==> src/rtl/mem_2w_write_scheduler.sv <==
// In-order write queue feeding the two write ports of the LVT memory, with a youngest-first bypass lookup.
// One cycle from push to port register; in_ready drops only when full, and drain_en gates all issue.
module mem_2w_write_scheduler #(
  parameter int ADDR_W = 5,
  parameter int DATA_W = 32,
  parameter int DEPTH  = 8
) (
  input  logic                      clock,
  input  logic                      reset,
  input  logic                      in_valid,
  output logic                      in_ready,
  input  logic [ADDR_W-1:0]         in_addr,
  input  logic [DATA_W-1:0]         in_data,
  input  logic                      drain_en,
  output logic                      we0,
  output logic [ADDR_W-1:0]         write_addr_0,
  output logic [DATA_W-1:0]         write_data_0,
  output logic                      we1,
  output logic [ADDR_W-1:0]         write_addr_1,
  output logic [DATA_W-1:0]         write_data_1,
  input  logic [ADDR_W-1:0]         lookup_addr,
  output logic                      lookup_hit,
  output logic [DATA_W-1:0]         lookup_data,
  output logic [$clog2(DEPTH):0]    count,
  output logic                      empty
);

  localparam int PTR_W = $clog2(DEPTH);
  localparam int CNT_W = PTR_W + 1;

  typedef struct packed {
    logic [ADDR_W-1:0] addr;
    logic [DATA_W-1:0] data;
  } entry_t;

  entry_t           queue_q [DEPTH];
  logic [PTR_W-1:0] head;
  logic [PTR_W-1:0] tail;
  logic [PTR_W-1:0] head_nxt;
  logic             push;
  logic [1:0]       pop_n;
  logic             issue0;
  logic             issue1;
  entry_t           port0_nxt;
  entry_t           port1_nxt;

  assign in_ready = (count < CNT_W'(DEPTH));
  assign empty    = (count == '0);
  assign push     = in_valid && in_ready;
  assign head_nxt = head + PTR_W'(1);

  // Drain decision looks only at registered state, so a fresh push is never issued on its own edge.
  always_comb begin
    issue0    = 1'b0;
    issue1    = 1'b0;
    pop_n     = 2'd0;
    port0_nxt = queue_q[head];
    port1_nxt = queue_q[head_nxt];
    if (drain_en && (count != '0)) begin
      if (count == CNT_W'(1)) begin
        issue0 = 1'b1;
        pop_n  = 2'd1;
      end else if (queue_q[head].addr == queue_q[head_nxt].addr) begin
        issue0    = 1'b1;
        pop_n     = 2'd2;
        port0_nxt = queue_q[head_nxt];
      end else begin
        issue0 = 1'b1;
        issue1 = 1'b1;
        pop_n  = 2'd2;
      end
    end
  end

  // Entry storage needs no reset; occupancy alone decides which slots are meaningful.
  always_ff @(posedge clock) begin
    if (push) begin
      queue_q[tail] <= entry_t'{addr: in_addr, data: in_data};
    end
  end

  always_ff @(posedge clock or posedge reset) begin
    if (reset) begin
      head         <= '0;
      tail         <= '0;
      count        <= '0;
      we0          <= 1'b0;
      we1          <= 1'b0;
      write_addr_0 <= '0;
      write_data_0 <= '0;
      write_addr_1 <= '0;
      write_data_1 <= '0;
    end else begin
      if (push) begin
        tail <= tail + PTR_W'(1);
      end
      head  <= head + PTR_W'(pop_n);
      count <= count + CNT_W'(push) - CNT_W'(pop_n);
      we0   <= issue0;
      we1   <= issue1;
      if (issue0) begin
        write_addr_0 <= port0_nxt.addr;
        write_data_0 <= port0_nxt.data;
      end
      if (issue1) begin
        write_addr_1 <= port1_nxt.addr;
        write_data_1 <= port1_nxt.data;
      end
    end
  end

  // Later matches override earlier ones: port 0, port 1, then queue oldest to youngest.
  always_comb begin
    lookup_hit  = 1'b0;
    lookup_data = '0;
    if (we0 && (write_addr_0 == lookup_addr)) begin
      lookup_hit  = 1'b1;
      lookup_data = write_data_0;
    end
    if (we1 && (write_addr_1 == lookup_addr)) begin
      lookup_hit  = 1'b1;
      lookup_data = write_data_1;
    end
    for (int i = 0; i < DEPTH; i++) begin
      if ((CNT_W'(i) < count) && (queue_q[head + PTR_W'(i)].addr == lookup_addr)) begin
        lookup_hit  = 1'b1;
        lookup_data = queue_q[head + PTR_W'(i)].data;
      end
    end
  end

endmodule

==> config.mk <==
export PLATFORM = sky130hd
export DESIGN_NAME = mem_2w_write_scheduler
export DESIGN_NICKNAME = d
export VERILOG_FILES = /design/src/rtl/mem_2w_write_scheduler.sv
export SDC_FILE = /design/constraint.sdc
export NUM_CORES = 1
export LEC_CHECK = 0
export CAP_MARGIN = 20
export CORE_MARGIN = 2
export CORE_UTILIZATION = 45
export CTS_CLUSTER_SIZE = 14
export DETAILED_ROUTE_END_ITERATION = 16
export GPL_ROUTABILITY_DRIVEN = 0
export PLACE_DENSITY = 0.6
export SYNTH_ARGS = -nofsm -noshare
export SYNTH_HDL_FRONTEND = slang
export SYNTH_SLANG_ARGS = --single-unit
==> constraint.sdc <==
create_clock -name clock -period 6 [get_ports clock]
set_clock_uncertainty 0.1 [all_clocks]
set_input_delay 1.2 -clock clock [delete_from_list [all_inputs] [get_ports clock]]
set_output_delay 1.2 -clock clock [all_outputs]
set_load 0.03 [all_outputs]
== After elaboration in Yosys (flattened, before gate mapping) ==
Memory sizes are Yosys's and may differ from the RTL's.
Index checks and enable logic that the tools add are counted.

* Reduce and logical (&&, ||, !) cells: 14
* Mux-type cells: 31
* Magnitude comparators: 9
* Equal/unequal tests: 12
* Add/subtract/negate cells: 11

{| class="wikitable"
|+ Operator list
! kind !! count
|-
| 32-bit two-way mux || 10
|-
| 37-bit two-way mux || 3
|-
| 5-bit equality test || 11
|-
| 3-bit by 4-bit less-than comparator with 1-bit output (first input constant) || 4
|-
| 1-bit two-way mux || 16
|-
| 3-bit adder (second input constant) || 4
|-
| 1-bit logical AND || 12
|-
| 1-bit by 4-bit less-than comparator with 1-bit output (first input constant) || 2
|-
| 2-bit by 4-bit less-than comparator with 1-bit output (first input constant) || 2
|-
| 3-bit by 1-bit adder with 3-bit output (second input constant) || 2
|-
| 3-bit by 2-bit adder with 3-bit output (second input constant) || 2
|-
| 4-bit by 1-bit adder with 4-bit output || 1
|-
| 4-bit by 1-bit equality test with 1-bit output (second input constant) || 1
|-
| 4-bit logical NOT || 1
|-
| 4-bit less-than comparator (second input constant) || 1
|-
| 2-bit two-way mux || 2
|-
| 4-bit nonzero test || 1
|-
| 4-bit by 2-bit subtractor with 4-bit output || 1
|-
| 3-bit by 2-bit adder with 3-bit output || 1
|}

* Output and inout port bits: 115
* Memories: 1
* Register bits after elaboration: 86
* Bits in writable memories: 296

{| class="wikitable"
|+ Memory list
! memory !! depth !! bits a word !! rd ports !! clocked after memory_dff !! wr ports !! line !! RTL
|-
| queue_q || 8 || 37 || 8 || 0 || 1 || 36 || <nowiki>entry_t queue_q [DEPTH];</nowiki>
|}

== Longest topological paths before layout ==
Gate-level depths: netlist of the first run.

* Word-level depth: 12
* Depth in mapped cells: 19
* Mapped depth without buffers: 11

== Worst setup path before layout of the first run ==
No wires, ideal clock.

* Kind: reg-to-output
* Start: reg head[0]
* End: out lookup_data[31]
* Data required time: 4.700 ns
* Arrival time: 4.577 ns
* Slack: 0.123 ns
* Cell stages (with the launch flop): 18
* Path through: dfrtp_1 buf_6 inv_1 clkbuf_1 ha_1 buf_2 buf_2 buf_1 buf_2 mux4_2 mux2i_1 xor2_1 o2111ai_1 or2_1 clkbuf_1 a31oi_1 nand2_1 o41ai_1

* Word-level cells in the longest chain between the ends: 11
* Elaborated cells on any way between the ends: 32
* Classes of those cells: add/sub: 7; eq/ne: 8; mux: 8; reduce/logical: 8; memory: 1

{| class="wikitable"
|+ Ends and longest elaborated chain
! what !! line !! RTL
|-
| start: declaration || 37 || <nowiki>logic [PTR_W-1:0] head;</nowiki>
|-
| start signal: assignment || 97 || <nowiki>head <= head + PTR_W'(pop_n);</nowiki>
|-
| 3-bit by 1-bit adder with 3-bit output / memory read 8 x 37 bit (equally long branches) || n/a ||
|-
| memory read 8 x 37 bit * || n/a ||
|-
| 5-bit equality test / 1-bit logical AND (equally long branches) || 125 || <nowiki>if ((CNT_W'(i) < count) && (queue_q[head + PTR_W'(i)].addr == lookup_addr)) begin</nowiki>
|-
| 1-bit logical AND / 32-bit two-way mux (equally long branches) || 125 ||
|-
| 32-bit two-way mux (6 in a row) || 125 ||
|-
| 32-bit two-way mux * || 125 ||
|-
| end: declaration || 23 || <nowiki>output logic [DATA_W-1:0] lookup_data,</nowiki>
|}

Mark *: on every way between the ends. The rest lies on a longest branch, timed or not.

== Worst setup path after layout of the first run ==
* Start: reg head[2]
* End: out lookup_data[29]

The elaborated chain is that of the path after synthesis.

==> flow_metrics.tcl, run 1 <==
set metrics [dict create \
    insertion_delay_ps 590 \
    max_freq_mhz 167 \
    path_clk_slew_ps 60 \
    die_w_um 253 \
    num_io_pins 161 \
    antenna_found_initial 9 \
    arrival_ps 4690 \
    syn-num-nets 2309 \
    overflow 0 \
    avgViaCountPerCell 7.09 \
    min_period_ps 5990 \
    worst_slew_pin_slew_ps 958 \
    grt_use_met2 0.473 \
    grt.met1_usage 0.418 \
    synth_edf_count 296 \
    ys_ff_latch 382 \
    busiest_layer "met2" \
    drive_gt1_frac 0.281 \
    syn_area_per_cell_um2 12.4 \
    stdcell_count 3186 \
    n_fill_cell 5011 \
    cts_root_buffer "clkbuf_16" \
    drt_iter0_drc 3433 \
    grt_max_degree 121 \
    nNetsFinal 2415 \
    dpl.hpwl_um 62400 \
    path_class "flip-flop to output pin" \
    num_vias 22600 \
    async_flop_share 0.225 \
    cap_viol_max_count 0 \
    cts_buffers 44 \
    final_common_cell "mux4_2" \
    wirelength_um 101000 \
    slew_headroom 0.361 \
    core_area_um2 61400 \
    dieArea_um2 63800 \
    numClockSinks 382 \
    area_growth_pct 18.7 \
    dp.cells 3081 \
    min_path_type "flip-flop to flip-flop" \
    end_kind "output pin" \
    dr.pass1.iters 6 \
    ant_nets 0 \
    ys_seq_area_frac 0.397 \
    tns_ps 0 \
    grt_pass1_vias 21800 \
    syn_area_um2 27800 \
    outcome "finished, final reports clean" \
    grt.total_usage 0.312 \
    final_cell_mix "mux4_2, edfxtp_1, nand2_1, mux2i_1, clkdlybuf4s50_1" \
    cts.path.max_buffers 3 \
    htreeDepth 2 \
    grt_first_pass_wirelength_um 146000 \
    hold_buffers 0 \
    slew_viol_final 0 \
    drc 0 \
    synthFlopType "edfxtp_1" \
    die_h_um 253 \
    cp-start-kind "flip-flop" \
    initial_utilization 0.453 \
    required_ps 4700 \
    wire_per_inst_um 31.7 \
    num_rows 91 \
    grt_use_met3 0.0961 \
    hold_viol_final 0 \
    port_buffers 160 \
    synth_cells 2250 \
    setup_viol 0 \
    path_max_fanout 49 \
    yosysWarningCount 0 \
    fin_crit_sh 0.999 \
    synth.distinct_cells 69 \
    cts_tree "yes" \
]
-- timing repair --
action | in CTS | in global routing
endpoints found under the setup margin | 33 | 33
pin swaps | 2 | 2
setup buffers | 12 | 4
cloned | 0 | 3
endpoints found under the hold margin | 0 | 0
gates resized for setup | 22 | 42
-- stage by stage --
stage | instance area [um^2] | hold slack [ps] | utilization | setup slack [ps]
final | 33000 | 420 | 0.538 | 8.38
after global routing | 33000 | 461 | 0.538 | -16.4
after CTS | 32800 | 419 | 0.534 | 4.10
after detailed placement | 31000 | 405 | 0.505 | 229
after global placement | 31000 | 402 | 0.505 | 284
after floorplan | 27800 | 380 | - | 123
-- final cells by class --
type | count | area [um^2] | area share
Clock inverter | 25 | 319 | 0.00967
Tap cell | 790 | 988 | 0.0300
Timing Repair Buffer | 281 | 3250 | 0.0984
Multi-Input combinational cell | 1620 | 16000 | 0.486
Clock buffer | 57 | 1230 | 0.0374
Inverter | 27 | 111 | 0.00338
Sequential cell | 382 | 11100 | 0.335
Antenna cell | 4 | 10.0 | 0.000303
-- flip-flops by register name (all words and copies together) (netlist names), 3 cells and up --
name	cells
tail	3
write_addr_0	5
head	3
count	4
write_data_1	32
write_data_0	32
write_addr_1	5
queue_q	296
-- cells by family after synthesis --
kind of cell               Yosys count  share of synthesized area
adders and majority gates           13                    0.00639
and+or+nand+nor                    591                      0.102
xor gates and xnor gates            69                     0.0228
buffers and inverters              248                     0.0411
AOI/OAI and AO/OA                  425                      0.102
DFF                                382                      0.397
muxes                              522                      0.328
-- cell usage after synthesis, types with 3 or more instances --
library cell | instances | share of area
inv_2 | 3 | 0.00041
a21oi_1 | 69 | 0.012
nand2b_1 | 4 | 0.00090
buf_2 | 57 | 0.010
inv_1 | 24 | 0.0032
nor3_1 | 71 | 0.013
a221oi_2 | 3 | 0.0016
a2111oi_0 | 32 | 0.010
buf_4 | 23 | 0.0062
nand4_1 | 11 | 0.0025
edfxtp_1 | 296 | 0.32
o22ai_1 | 19 | 0.0043
a221oi_1 | 28 | 0.0088
o21ai_0 | 94 | 0.017
clkbuf_1 | 108 | 0.015
mux2_2 | 66 | 0.027
a211oi_1 | 3 | 0.00081
nor2b_1 | 7 | 0.0016
nand3_1 | 53 | 0.0095
buf_6 | 7 | 0.0028
nor4bb_1 | 3 | 0.0011
o211ai_1 | 44 | 0.012
ha_1 | 11 | 0.0050
mux4_2 | 304 | 0.25
nor4_1 | 9 | 0.0020
mux2i_1 | 151 | 0.054
o31ai_1 | 29 | 0.0078
or3_1 | 7 | 0.0016
nand3b_1 | 12 | 0.0032
and2_1 | 3 | 0.00068
dfrtp_1 | 86 | 0.077
xnor2_1 | 24 | 0.0076
nor3b_1 | 27 | 0.0073
o311a_1 | 4 | 0.0014
nand2_1 | 259 | 0.035
and3_1 | 7 | 0.0016
a22oi_1 | 31 | 0.0084
xor2_1 | 41 | 0.013
buf_1 | 26 | 0.0035
nor4b_1 | 26 | 0.0082
nor2_1 | 80 | 0.011
o21ai_1 | 25 | 0.0045
o21bai_1 | 26 | 0.0070
o311ai_0 | 4 | 0.0013
-- path summary, 6_finish.rpt --
check	startpoint	to	slack, ps	cells after the start
worst min-delay path	write_data_1[26]	write_data_1[26]	420	2
worst max register to register	head[1]	write_data_0[3]	1260	12
worst min register to register	write_data_1[26]	write_data_1[26]	420	2
worst max-delay path	head[2]	lookup_data[29]	8	12
min in group asynchronous	reset	write_data_1[26]	970	2
max in group asynchronous	reset	head[0]	3520	3
-- per-layer routing --
layer  vias up  routed length (um)
met5         -                  67
met1     11300               38100
li1       9251                   -
met4        10                4450
met2      1705               45300
met3       325               12900
-- critical path: stages (launching register included) --
cell      delay [ps]
dfrtp_4          700
buf_12           320
xnor2_2          700
mux2i_1          380
xor2_1           210
nand4_1          280
buf_4            250
o21ai_4          230
buf_12           260
o211ai_1         150
o31ai_1          130
buf_4            230
buf_12           120
Power of run 1 is left out: the tool's default activity adds up to more than one toggle a clock period on the data nets, which glitch-free logic cannot reach.
==> run 2, diff against run 1 <==
--- a/config.mk
+++ b/config.mk
@@ -5,13 +5,13 @@
 export SDC_FILE = /design/constraint.sdc
 export NUM_CORES = 1
 export LEC_CHECK = 0
-export CAP_MARGIN = 20
+export CAP_MARGIN = 25
 export CORE_MARGIN = 2
 export CORE_UTILIZATION = 45
 export CTS_CLUSTER_SIZE = 14
 export DETAILED_ROUTE_END_ITERATION = 16
 export GPL_ROUTABILITY_DRIVEN = 0
-export PLACE_DENSITY = 0.6
+export PLACE_DENSITY = 0.63
 export SYNTH_ARGS = -nofsm -noshare
 export SYNTH_HDL_FRONTEND = slang
 export SYNTH_SLANG_ARGS = --single-unit
==> flow_metrics.tcl, run 2 (synthesis results as in run 1) <==
set metrics [dict create \
    min_path_type "flip-flop to flip-flop" \
    grt_use_met2 0.479 \
    max_freq_mhz 168 \
    num_rows 91 \
    final_common_cell "mux4_2" \
    fin_crit_sh 0.994 \
    top_register "queue_q" \
    insertion_delay_ps 590 \
    cts_root_buffer "clkbuf_16" \
    num_vias 23000 \
    cp_slowest_stage_delay_ps 500 \
    outcome "finished, final reports clean" \
    cts_buffers 43 \
    n_fill_cell 4922 \
    cp_slowest_cell "a2111oi_1" \
    grt.total_usage 0.310 \
    wirelength_um 101000 \
    setup_ws_ps 33.5 \
    grt_max_degree 121 \
    path_max_fanout 31 \
    path_clk_slew_ps 60 \
    ant_nets 0 \
    numClockSinks 382 \
    final_cell_mix "mux4_2, edfxtp_1, nand2_1, mux2i_1, clkdlybuf4s50_1" \
    path_buf_inv 7 \
    htreeDepth 2 \
    core_area_um2 61400 \
    avgViaCountPerCell 7.20 \
    dpl.hpwl_um 61400 \
    arrival_ps 4670 \
    dr.pass1.iters 9 \
    num_io_pins 161 \
    cp_top_family "buffers and inverters" \
    slew_headroom 0.368 \
    min_period_ps 5970 \
    worstPathCellList "clkinvlp_4, ha_4, buf_12, buf_4, buf_4, nor3b_1, mux2i_1, nand4_1, xor2_1, and4_1, buf_12, a221oi_1, a2111oi_1, o31ai_1, buf_4, buf_12" \
    dpl_worst_slack_ps 388 \
    grt.met1_usage 0.390 \
    end_kind "output pin" \
    die_h_um 253 \
    busiest_layer "met2" \
    r2r_slack_ps 1340 \
    cp-start-kind "flip-flop" \
    setup_viol 0 \
    antenna_found_initial 6 \
    cap_viol_max_count 0 \
    cts.path.max_buffers 3 \
    grt_pass1_vias 22300 \
    grt_use_met3 0.110 \
    largest_reg_flops 296 \
    slew_viol_final 0 \
    port_buffers 160 \
    initial_utilization 0.453 \
    worst_slew_pin_slew_ps 948 \
    tns_ps 0 \
    nNetsFinal 2420 \
    grt_first_pass_wirelength_um 145000 \
    cts_tree "yes" \
    drc 0 \
    drt_iter0_drc 3038 \
    drive_gt1_frac 0.273 \
    hold_viol_final 0 \
    wire_per_inst_um 31.6 \
    die_w_um 253 \
    overflow 0 \
    area_growth_pct 18.2 \
    reg.largest.list "queue_q (296), write_data_0 (32), write_data_1 (32)" \
    path_class "flip-flop to output pin" \
    required_ps 4700 \
    dieArea_um2 63800 \
]
-- run 2: final timing paths --
kind,from,end,depth (start not counted)
setup / recovery,head[1],lookup_data[22],16
hold / removal,write_data_0[30],write_data_0[30],2
setup reg to reg,head[1],write_data_1[3],13
hold reg to reg,write_data_0[30],write_data_0[30],2
max in group asynchronous,reset,head[2],4
min in group asynchronous,reset,write_addr_0[3],2
-- run 2: tightest hold or removal path: stages, from the launching register on --
cell and delay, ps:
dfrtp_1 370, nand2_1 50, o21ai_0 60
-- run 2: metal layers --
layer | share of wire | vias up
li1 | - | 9262
met1 | 0.35 | 11400
met2 | 0.45 | 1812
met3 | 0.14 | 431
met4 | 0.056 | 8
met5 | 0.00079 | -
-- run 2: timing repair --
item,4_1_cts,5_1_grt
endpoints found under the setup margin,32,33
gates resized for setup,5,25
setup buffers,2,12
cloned,1,3
hold buffers,0,0
pin swaps,2,3
-- run 2: area by class of cell --
type	count	area, um^2	area share
diodes	3	7.51	0.000229
clock buffers	59	1260	0.0384
clock inverters	20	211	0.00644
inverters	27	106	0.00324
multi-input cells	1620	15900	0.484
flip-flops and latches	382	11100	0.336
well taps	790	988	0.0301
repair buffers	287	3320	0.101
-- run 2: through the flow --
step / utilization / hold WS [ps] / instance area, um^2 / instances
final: 0.535 / 424 / 32800 / 3188
after global routing: 0.535 / 443 / 32800 / 3186
after CTS: 0.530 / 423 / 32500 / 3169
after detailed placement: 0.505 / 411 / 31000 / 3087
after global placement: 0.505 / 400 / 31000 / 3087
after floorplan: - / 380 / 27800 / 2250
Power of run 2 is left out for the same reason.
